$ cat config.mk
export PLATFORM = sky130hd
export DESIGN_NAME = datapath_sequencer_flat
export DESIGN_NICKNAME = d
export VERILOG_FILES = /design/src/rtl/datapath_sequencer_if.sv /design/src/rtl/datapath_sequencer.sv /design/src/flat_wrapper.sv
export SDC_FILE = /design/constraint.sdc
export NUM_CORES = 1
export LEC_CHECK = 0
export CAP_MARGIN = 20
export CELL_PAD_IN_SITES_DETAIL_PLACEMENT = 1
export CELL_PAD_IN_SITES_GLOBAL_PLACEMENT = 2
export CORE_ASPECT_RATIO = 1.25
export CORE_MARGIN = 2
export CORE_UTILIZATION = 30
export CTS_CLUSTER_DIAMETER = 120
export CTS_CLUSTER_SIZE = 30
export DETAILED_ROUTE_END_ITERATION = 12
export HOLD_SLACK_MARGIN = 0.06
export PLACE_DENSITY_LB_ADDON = 0.1
export SLEW_MARGIN = 5
export SYNTH_ARGS = -nofsm -noshare
export SYNTH_HDL_FRONTEND = slang
export SYNTH_SLANG_ARGS = --single-unit
$ cat constraint.sdc
create_clock -name clk -period 2.07 [get_ports clk]
set_input_delay 0.414 -clock clk [delete_from_list [all_inputs] [get_ports clk]]
set_output_delay 0.414 -clock clk [all_outputs]
set_load 0.02 [all_outputs]
$ cat src/rtl/datapath_sequencer_if.sv
// Instruction-memory request/valid port between the sequencer and its fetch source.
interface datapath_sequencer_if;
  logic        imem_req;
  logic [31:0] imem_addr;
  logic        imem_valid;
  logic [31:0] imem_rdata;

  modport master (
    output imem_req,
    output imem_addr,
    input  imem_valid,
    input  imem_rdata
  );

  modport slave (
    input  imem_req,
    input  imem_addr,
    output imem_valid,
    output imem_rdata
  );
endinterface

$ cat src/rtl/datapath_sequencer.sv
// Multi-cycle fetch/decode sequencer for RV32I R-type instructions driving a regfile/ALU datapath.
// One instruction at a time: IDLE -> FETCH -> DECODE -> EXEC -> WB -> IDLE.
module datapath_sequencer #(
  parameter logic [31:0] RESET_PC = 32'h0000_0000,
  parameter int unsigned MAX_WAIT = 16
) (
  input  logic                        clk,
  input  logic                        rst_n,
  input  logic                        run,
  datapath_sequencer_if.master        imem,
  output logic                        RegWrite,
  output logic [3:0]                  ALUControl,
  output logic [4:0]                  rs1,
  output logic [4:0]                  rs2,
  output logic [4:0]                  rd,
  output logic [31:0]                 pc,
  output logic                        illegal,
  output logic                        timeout,
  output logic [31:0]                 retired
);

  localparam int unsigned CntW = $clog2(MAX_WAIT + 1);

  typedef enum logic [2:0] {
    StIdle,
    StFetch,
    StDecode,
    StExec,
    StWb
  } state_e;

  state_e          state_q, state_d;
  logic [31:0]     pc_q, pc_d;
  logic [31:0]     instr_q, instr_d;
  logic [31:0]     retired_q, retired_d;
  logic [CntW-1:0] wait_q, wait_d;
  logic            illegal_q, illegal_d;
  logic            timeout_q, timeout_d;
  logic            fetch_req;
  logic            write_en;
  logic            legal;

  logic [6:0] opcode;
  logic [6:0] funct7;
  logic [2:0] funct3;

  // Decoded fields come straight from the captured instruction, so they only
  // change when a new instruction is latched at the FETCH -> DECODE edge.
  assign opcode = instr_q[6:0];
  assign funct3 = instr_q[14:12];
  assign funct7 = instr_q[31:25];

  always_comb begin
    legal = 1'b0;
    if (opcode == 7'b0110011) begin
      if (funct7 == 7'h00) begin
        legal = 1'b1;
      end else if (funct7 == 7'h20) begin
        legal = (funct3 == 3'b000) || (funct3 == 3'b101);
      end
    end
  end

  always_comb begin
    state_d   = state_q;
    pc_d      = pc_q;
    instr_d   = instr_q;
    retired_d = retired_q;
    wait_d    = wait_q;
    illegal_d = illegal_q;
    timeout_d = timeout_q;
    fetch_req = 1'b0;
    write_en  = 1'b0;

    unique case (state_q)
      StIdle: begin
        if (run && !timeout_q) begin
          state_d = StFetch;
        end
      end
      StFetch: begin
        fetch_req = 1'b1;
        if (imem.imem_valid) begin
          instr_d = imem.imem_rdata;
          wait_d  = '0;
          state_d = StDecode;
        end else if (wait_q == CntW'(MAX_WAIT - 1)) begin
          // This is the MAX_WAIT-th cycle without data: give up and park.
          timeout_d = 1'b1;
          wait_d    = '0;
          state_d   = StIdle;
        end else begin
          wait_d = wait_q + CntW'(1);
        end
      end
      StDecode: begin
        state_d = StExec;
      end
      StExec: begin
        state_d = StWb;
      end
      StWb: begin
        write_en = legal && (instr_q[11:7] != 5'd0);
        if (write_en) begin
          retired_d = retired_q + 32'd1;
        end
        if (!legal) begin
          illegal_d = 1'b1;
        end
        pc_d    = pc_q + 32'd4;
        state_d = StIdle;
      end
      default: begin
        state_d = StIdle;
      end
    endcase
  end

  always_ff @(posedge clk or negedge rst_n) begin
    if (!rst_n) begin
      state_q   <= StIdle;
      pc_q      <= RESET_PC;
      instr_q   <= '0;
      retired_q <= '0;
      wait_q    <= '0;
      illegal_q <= 1'b0;
      timeout_q <= 1'b0;
    end else begin
      state_q   <= state_d;
      pc_q      <= pc_d;
      instr_q   <= instr_d;
      retired_q <= retired_d;
      wait_q    <= wait_d;
      illegal_q <= illegal_d;
      timeout_q <= timeout_d;
    end
  end

  assign imem.imem_req  = fetch_req;
  assign imem.imem_addr = pc_q;

  assign RegWrite   = write_en;
  assign ALUControl = {instr_q[30], instr_q[14:12]};
  assign rs1        = instr_q[19:15];
  assign rs2        = instr_q[24:20];
  assign rd         = instr_q[11:7];
  assign pc         = pc_q;
  assign illegal    = illegal_q;
  assign timeout    = timeout_q;
  assign retired    = retired_q;

endmodule
$ cat src/flat_wrapper.sv
// flat-port wrapper written by rule: the top's interface ports become plain ports
module datapath_sequencer_flat 
#(
  parameter logic [31:0] RESET_PC = 32'h0000_0000,
  parameter int unsigned MAX_WAIT = 16
)
  (clk, rst_n, run, RegWrite, ALUControl, rs1, rs2, rd, pc, illegal, timeout, retired, imem_imem_req, imem_imem_addr, imem_imem_valid, imem_imem_rdata);
  datapath_sequencer_if imem_i ();
  input  logic clk;
  input  logic rst_n;
  input  logic run;
  output logic RegWrite;
  output logic [3:0] ALUControl;
  output logic [4:0] rs1;
  output logic [4:0] rs2;
  output logic [4:0] rd;
  output logic [31:0] pc;
  output logic illegal;
  output logic timeout;
  output logic [31:0] retired;
  output wire logic [$bits(imem_i.imem_req)-1:0] imem_imem_req;
  output wire logic [$bits(imem_i.imem_addr)-1:0] imem_imem_addr;
  input wire logic [$bits(imem_i.imem_valid)-1:0] imem_imem_valid;
  input wire logic [$bits(imem_i.imem_rdata)-1:0] imem_imem_rdata;
  assign imem_imem_req = imem_i.imem_req;
  assign imem_imem_addr = imem_i.imem_addr;
  assign imem_i.imem_valid = imem_imem_valid;
  assign imem_i.imem_rdata = imem_imem_rdata;
  datapath_sequencer #(.RESET_PC(RESET_PC), .MAX_WAIT(MAX_WAIT)) u_core (.clk(clk), .rst_n(rst_n), .run(run), .imem(imem_i), .RegWrite(RegWrite), .ALUControl(ALUControl), .rs1(rs1), .rs2(rs2), .rd(rd), .pc(pc), .illegal(illegal), .timeout(timeout), .retired(retired));
endmodule
==> out/metrics.yaml, run 1 <==
route.met2.wl_um: 6447
max_slew_margin: 0.6639
synth_top_area_frac: 0.5184
die_h_um: 148.6
hold_viol: 0
worst_skew_pair.late_latency_ps: 360
fin_skew_ps: 7.304
drt-total-wl_um: 12350
finalCritPeriodShare: 1.004
utilization: 0.4279
drt-met1-wl_um: 4990
syn-cell-area_um2: 5020
dr.max_layer_used: "met4"
rows: 52
ys.flop_type: "dfrtp_1"
hp-class: "flop to flop"
wl_met3_um: 616
min_period_ps: 2078
postRouteAntennaNets: 0
path_clk_slew_ps: 70
maxCapViolations: 0
ys_top_cells_by_count: "dfrtp_1, buf_4, xor2_1"
synth_seq_area_share: 0.5184
synth-edff-count: 0
start_util: 0.3086
worstSetupPathType: "flop to output pin"
fillers: 1781
synthMuxAreaShare: 0.07851
grt_pass1_vias: 3894
cellLeakagePower_nw: 3.151
whs_ps: 475.6
powerDensity_nw_per_um2: 558.8
place_congestion: 0.7404
grt_overflow: 0
numCtsBuffers: 9
avgSynthCellArea_um2: 11.65
finalMaxSlewViolations: 0
synth-simple-area-share: 0.1665
cts_max_path_buffers: 2
hpwlAfterDp_um: 9350
rsz0062_at_grt: "true"
final_area_um2: 6960
drive_above_1_share: 0.1875
setup.worst_path.start_class: "flop"
cp_data_required_time_ps: 1660
post_drt_wl_per_cell_um: 15.59
synth-async-reset-ratio: 1.000
synth_area_leaders: "dfrtp_1, buf_4, mux2_2"
ys_ff_latch: 104
tightest_slew_ps: 498.9
route.detailed.drc: 0
seq_area_um2: 2603
crit_arrival_ps: 1660
synth_top_cell_by_area: "dfrtp_1"
yosysMostFrequentCell: "dfrtp_1"
fmax_ghz: 0.4813
finalNetCount: 611
yosysWarnings: 0
place_area_um2: 6625
num_antenna_cells: 0
design.core.area_um2: 16270
die_w_um: 119.7
areaGrowthSynthToFinish_pct: 38.66
cts_root_buf: "clkbuf_16"
via_per_inst: 4.486
syn_inst: 431
cts_tree: "built"
cts_sinks: 104
vias: 3553
track_usage: 0.1462
setup_viol: 1
die_area_um2: 17790
grt_max_degree: 44
h-tree-depth: 3
violations: "setup timing"
grt_antenna_before_repair: 0
firstDrtPassIters: 4
fin_ws_ps: -7.674
endpoint_kind: "output pin"
synth_xor_area_frac: 0.1082
reg2reg_slack_ps: 130
yosys.cell_types.count: 43
dp_slack_ps: -252.2
synth_top_family_by_area: "simple AND/OR/NAND/NOR gates"
io_pins: 155
status: "finished with violations"
grt_pass1_wl_um: 20140
synth_compound_area_frac: 0.02094
multi_input_area_um2: 1948
irDropWorstVdd_v: 0.0002792
synthAdderAreaFrac: 0.007478
port_buffers: 150
drt_iter0_markers: 66
path_max_fanout: 2
[report_power, final]
part | switching (mW) | internal (mW)
registers | 0 | 2.03
logic | 0.0621 | 0.0686
clock network | 0.764 | 0.964
total | 0.826 | 3.06
[worst max-delay path: stages (launching register included)]
cell and delay, ps:
dfrtp_1 390, nor4_2 310, and4_2 280, and3_4 210
buf_6 120
[final cells by class]
cell class,instances,area share
sequential,104,0.3739
multi-input combinational,260,0.2799
timing repair buffer,187,0.2605
tap,216,0.03883
clock buffer,12,0.03541
clock inverter,3,0.006112
inverter,10,0.005393
[kinds of logic after synthesis]
family	Yosys count
AND/OR/NAND/NOR	142
flip-flops	104
buffers and inverters	70
XOR/XNOR	62
multiplexers	35
AO/OA/AOI/OAI	14
adder cells (fa/ha/maj)	3
other	1
[metal layers]
metal  up-vias  global-route usage
met1      1773              0.1629
met4         0             0.07235
met2        93              0.2629
li1       1673                   -
met5         -                   0
met3        14             0.03144
[final timing paths]
kind | startpoint | end | cells past startpoint
worst max register to register | u_core.instr_q[28] | u_core.retired[16] | 7
worst max-delay path | u_core.instr_q[28] | RegWrite | 4
worst min register to register | u_core.illegal | u_core.illegal | 1
max in group asynchronous | rst_n | u_core.instr_q[11] | 3
min in group asynchronous | rst_n | u_core.instr_q[22] | 2
worst min-delay path | u_core.illegal | u_core.illegal | 1
[cell usage in the layout, fill, tap and decap left out, types with 3 or more instances in the layout]
cell               n
and2_1             4
and3_1             5
and4_1             3
buf_12             3
buf_4             34
clkbuf_16          9
clkdlybuf4s50_1  147
conb_1             4
dfrtp_1          104
ha_1               3
inv_1              9
mux2_2            34
nand2_1           34
nand3_1           20
nand4_1            9
nand4_4            3
nor2_1            29
nor3_1            11
nor3_2             4
nor4_2             5
o21ai_0            5
xnor2_1           26
xor2_1            36
[registers in the layout (all words and copies together) (netlist names)]
| name | count |
|---|---|
| u_core.illegal | 1 |
| u_core.wait_q | 5 |
| u_core.imem.imem_addr | 30 |
| u_core.timeout | 1 |
| u_core.instr_q | 32 |
| u_core.retired | 32 |
| u_core.state_q | 3 |
[repair_timing]
action                                  in CTS  in global routing
pin swaps                                    2                  2
hold buffers                                 1                  0
endpoints found under the setup margin       3                  6
gates resized for setup                     13                  2
buffers inserted                             0                  3
hold endpoints to repair                    21                  0
cloned                                       0                  0
[stage by stage]
stage	power (mW)	setup TNS, ps	instances
floorplan	2.083	0	434
global placement	2.203	-254.6	773
detailed placement	2.206	-252.2	773
CTS	3.974	-78.31	789
global route	4.070	-87.12	792
finish	3.889	-7.674	792
Power figures use the tool's default switching activity.
==> inputs of run 2 (changes only) <==
--- a/config.mk
+++ b/config.mk
@@ -5,7 +5,6 @@
 export SDC_FILE = /design/constraint.sdc
 export NUM_CORES = 1
 export LEC_CHECK = 0
-export CAP_MARGIN = 20
 export CELL_PAD_IN_SITES_DETAIL_PLACEMENT = 1
 export CELL_PAD_IN_SITES_GLOBAL_PLACEMENT = 2
 export CORE_ASPECT_RATIO = 1.25
@@ -15,8 +14,10 @@
 export CTS_CLUSTER_SIZE = 30
 export DETAILED_ROUTE_END_ITERATION = 12
 export HOLD_SLACK_MARGIN = 0.06
+export MAX_ROUTING_LAYER = met4
 export PLACE_DENSITY_LB_ADDON = 0.1
 export SLEW_MARGIN = 5
 export SYNTH_ARGS = -nofsm -noshare
 export SYNTH_HDL_FRONTEND = slang
 export SYNTH_SLANG_ARGS = --single-unit
+export TNS_END_PERCENT = 10
==> run 2 against run 1 <==
  * The run still ends with setup timing left
  * Register-to-register slack hardly changed
  * Sequential cell count did not move
  * Fmax about the same
  * Sequential power about the same
  * Combinational power is essentially flat
  * Global-route usage is 0.42 points higher
  * Clock power about the same
  * First-iteration DRC count down 14%
  * Sequential share of layout area grew 0.10 points
  * Die area is the same
  * Worst hold slack hardly changed
  * Largest cell class unchanged
==> out/metrics.yaml, run 2 (synthesis results as in run 1) <==
status: "finished with violations"
violations: "setup timing"
vias: 3529
tightest_slew_ps: 495.9
total_power_mw: 3.890
hold_viol: 0
finalNetCount: 608
postRouteAntennaNets: 0
io_pins: 155
drive_above_1_share: 0.1832
fin_ws_ps: -8.193
cts_tree: "built"
cp_data_required_time_ps: 1660
die_area_um2: 17790
dpl.cell_count: 773
route.detailed.drc: 0
path_clk_slew_ps: 70
drt_iter0_markers: 57
hp-class: "flop to flop"
path_max_fanout: 2
port_buffers: 150
min_path_cells: 1
cts_root_buf: "clkbuf_16"
place_congestion: 0.7497
num_antenna_cells: 0
design.core.area_um2: 16270
grt_antenna_before_repair: 0
min_period_ps: 2078
firstDrtPassIters: 3
irDropWorstVdd_v: 0.0002783
grt_pass1_wl_um: 20150
fmax_ghz: 0.4812
r2r_cells: 7
crit_arrival_ps: 1660
powerDensity_nw_per_um2: 560.4
worst_skew_pair.late_latency_ps: 360
reg2reg_slack_ps: 120
h-tree-depth: 3
fin_skew_ps: 9.703
grt_max_degree: 44
finalMaxSlewViolations: 0
layout_common_cells: "clkdlybuf4s50_1, dfrtp_1, xor2_1, nand2_1, mux2_2"
grt_pass1_vias: 3894
die_w_um: 119.7
reg2reg_from: "u_core.instr_q[28]"
drt-total-wl_um: 12330
finalCritPeriodShare: 1.004
start_util: 0.3086
maxCapViolations: 0
rows: 52
fillers: 1783
max_slew_margin: 0.6659
via_per_inst: 4.473
die_h_um: 148.6
rr_endpoint: "u_core.retired[26]"
worstHoldStart: "u_core.illegal"
setup_viol: 1
worstSetupPathType: "flop to output pin"
fin_cells: 789
mostFrequentLayoutCell: "clkdlybuf4s50_1"
cts_max_path_buffers: 2
utilization: 0.4268
cts_sinks: 104
track_usage: 0.1505
hold_path_end: "u_core.illegal"
grt_overflow: 0
post_drt_wl_per_cell_um: 15.62
cellLeakagePower_nw: 3.141
areaGrowthSynthToFinish_pct: 38.29
numCtsBuffers: 9
endpoint_kind: "output pin"
rsz0062_at_grt: "true"
setup.worst_path.start_class: "flop"
dp_slack_ps: -252.2
hpwlAfterDp_um: 9350
-- run 2: changes by cell type in the layout (fill, tap and decap cells not counted), sizes merged --
| cell | previous run | this run |
|---|---|---|
| buf | 39 | 36 |
-- run 2: critical path, stage by stage (launching register included) --
cell	delay, ps
dfrtp_1	390
nor4_2	310
and4_2	280
and3_4	210
buf_6	120
-- run 2: worst max-delay path by stage --
stage	startpoint	end	slack, ps	depth (start not counted)
2_1_floorplan	u_core.state_q[1]	u_core.instr_q[0]	170	7
3_3_place_gp	u_core.instr_q[28]	RegWrite	-250	4
3_5_place_dp	u_core.instr_q[28]	RegWrite	-250	4
4_1_cts	u_core.instr_q[31]	RegWrite	-80	4
5_1_grt	u_core.instr_q[28]	RegWrite	-90	4
6_report	u_core.instr_q[28]	RegWrite	-8	4
-- run 2: cell type report --
type                       instances  area [µm²]  share of cell area
clock buffer                      12       246.5             0.03551
clock inverter                     3       42.54            0.006128
inverter                          10       37.54            0.005407
multi-input combinational        260        1948              0.2806
sequential                       104        2603              0.3749
tap                              216       270.3             0.03893
timing repair buffer             184        1794              0.2585
-- run 2: timing repair --
item / CTS / global route
buffers inserted: 0 / 0
pin swaps: 2 / 2
hold buffers: 1 / 0
setup endpoints to repair: 3 / 6
resized for setup: 13 / 3
endpoints found under the hold margin: 21 / 0
-- run 2: report_power, final --
part           internal [mW]  total, mW  switching (mW)
Sequential              2.03       2.03               0
Combinational         0.0686      0.131          0.0620
Clock                  0.964       1.73           0.765
-- run 2: layer usage --
layer	share of wire	global-route usage	vias to the layer above
met3	0.043	0.02607	14
met5	0	-	-
li1	-	-	1666
met2	0.52	0.2626	91
met1	0.41	0.1663	1758
met4	0.022	0.07235	0
-- run 2: metrics by stage --
step	setup TNS (ps)	hold WS, ps	area, µm²
4_1_cts	-78.31	482.6	6932
3_3_place_gp	-254.6	354.9	6625
5_1_grt	-98.50	503.1	6942
6_report	-8.193	475.6	6942
3_5_place_dp	-252.2	363.6	6625
2_1_floorplan	0	118.4	5031
==> edit, RTL diff (config.mk and constraints of run 2) <==
Make the reset (`rst_n`) synchronous in one clocked block.
--- a/src/rtl/datapath_sequencer.sv
+++ b/src/rtl/datapath_sequencer.sv
@@ -116,7 +116,7 @@
     endcase
   end
 
-  always_ff @(posedge clk or negedge rst_n) begin
+  always_ff @(posedge clk) begin
     if (!rst_n) begin
       state_q   <= StIdle;
       pc_q      <= RESET_PC;
Behaviour: differs if rst_n is asserted again (counterexample within 4 cycles, from zero or initial values and one cycle with rst_n low); with rst_n held inactive, the same outputs for 10 cycles.
==> edit against run 2 <==
The run still ends with setup timing left; synthesized area decreased by 1.4%; critical path type unchanged; sequential cell count stayed put; synthesized cell count rose by 39%; clock skew shrank 0.0039 ns; non-clock buffer count up 37; setup slack got worse by 0.068 ns; wire length up 26%; design area up 4.6%; highest routed layer unchanged.
Power is not compared: it rests on default switching activity, and its combinational part moved more than twofold at a synthesized area within 25%.
==> edit: results (changes against run 2) <==
Outcome
  • Outcome: complete, but fails checks (unchanged)
  • Failing checks: setup timing (unchanged)

Detailed routing
  • DR iter-0 viols: 187 (was 57)
  • WL met1: 6446 um (was 5096 um)
  • Routed WL: 15480 um (was 12330 um)
  • Router iterations before antenna repair: 4 (was 3)
  • Met3 wire length: 414 um (was 534 um)
  • Met2 WL: 8381 um (was 6427 um)
  • Via density per instance: 4.927 (was 4.473)

Critical path
  • Worst r2r dst: u_core.retired[24] (was u_core.retired[26])
  • Worst path max stage delay: 0.53 ns (was 0.39 ns)
  • Worst r2r src: u_core.retired[5] (was u_core.instr_q[28])
  • CP max stage cell: or4_4 (was dfrtp_1)
  • WP data arrival: 1.73 ns (was 1.66 ns)
  • R2R cell count: 6 (was 7)
  • R2R setup slack: 0.01 ns (was 0.12 ns)
  • CP startpoint: u_core.instr_q[8] (was u_core.instr_q[28])

STA
  • Setup ws final: -0.07582 ns (was -0.008193 ns)
  • WHS: 0.4579 ns (was 0.4756 ns)
  • Clock Skew: 0.005775 ns (was 0.009703 ns)
  • Final setup violation count: 1 (unchanged)
  • Total negative slack: -0.07582 ns (was -0.008193 ns)

Placement
  • Placed instance count: 957 (was 773)
  • Hpwl dp: 11470 um (was 9350 um)

Synthesis
  • Distinct cells, synth: 52 (was 43)
  • Post-synthesis cell count: 601 (was 431)
  • Sequential fraction of the synthesis area: 42.08% (was 51.84%)

GRT
  • M3 GR Usage: 2.392% (was 2.607%)
  • Vias in the first global route: 4999 (was 3894)
  • Met2 Resource Use GR: 33.05% (was 26.26%)
  • Largest net degree at the start of global routing: 51 (was 44)
  • Global Route met1 Usage: 20.51% (was 16.63%)
  • Initial antenna violation count: 0 (unchanged)
  • Gr usage total: 18.22% (was 15.05%)

Min path
  • Worst hold start: u_core.instr_q[21] (was u_core.illegal)
  • Hold worst-path end: u_core.instr_q[21] (was u_core.illegal)
  • Depth of the worst hold-timing path: 2 (was 1)

CTS
  • # Post-CTS Setup Buffers: 1 (was 0)

Cells and area
  • # nets final: 793 (was 608)
  • Final Cell Area: 0.007259 sq mm (was 0.006942 sq mm)
==> edit: power groups by stage <==
stage	logic, mW	clock network (mW)	registers (mW)
after floorplan	0.163	0	2.09
after global placement	0.333	0	2.09
after detailed placement	0.337	0	2.09
after CTS	0.341	1.81	2.05
after global routing	0.372	1.88	2.05
final	0.338	1.75	2.05
==> edit: layout make-up <==
cell class / instances / area [sq um]
multi-input cells: 406 / 2442
repair buffers: 221 / 2097
flip-flops and latches: 104 / 2106
clock inverters: 5 / 56.30
inverters: 12 / 45.04
well taps: 216 / 270.3
clock buffers: 11 / 242.7
fillers: 1881 / 8941
==> edit: logic make-up (layout without fill, tap and decap cells) <==
group	Yosys count	count (layout)	share of synthesized area (%)
flops	104	104	42.08
simple gates	260	260	27.39
fa+ha+maj	3	3	0.7588
buf+inv	94	249	11.36
mux	2	2	0.4047
other cells	1	4	0.07580
compound gates	106	106	12.44
xor+xnor	31	31	5.488
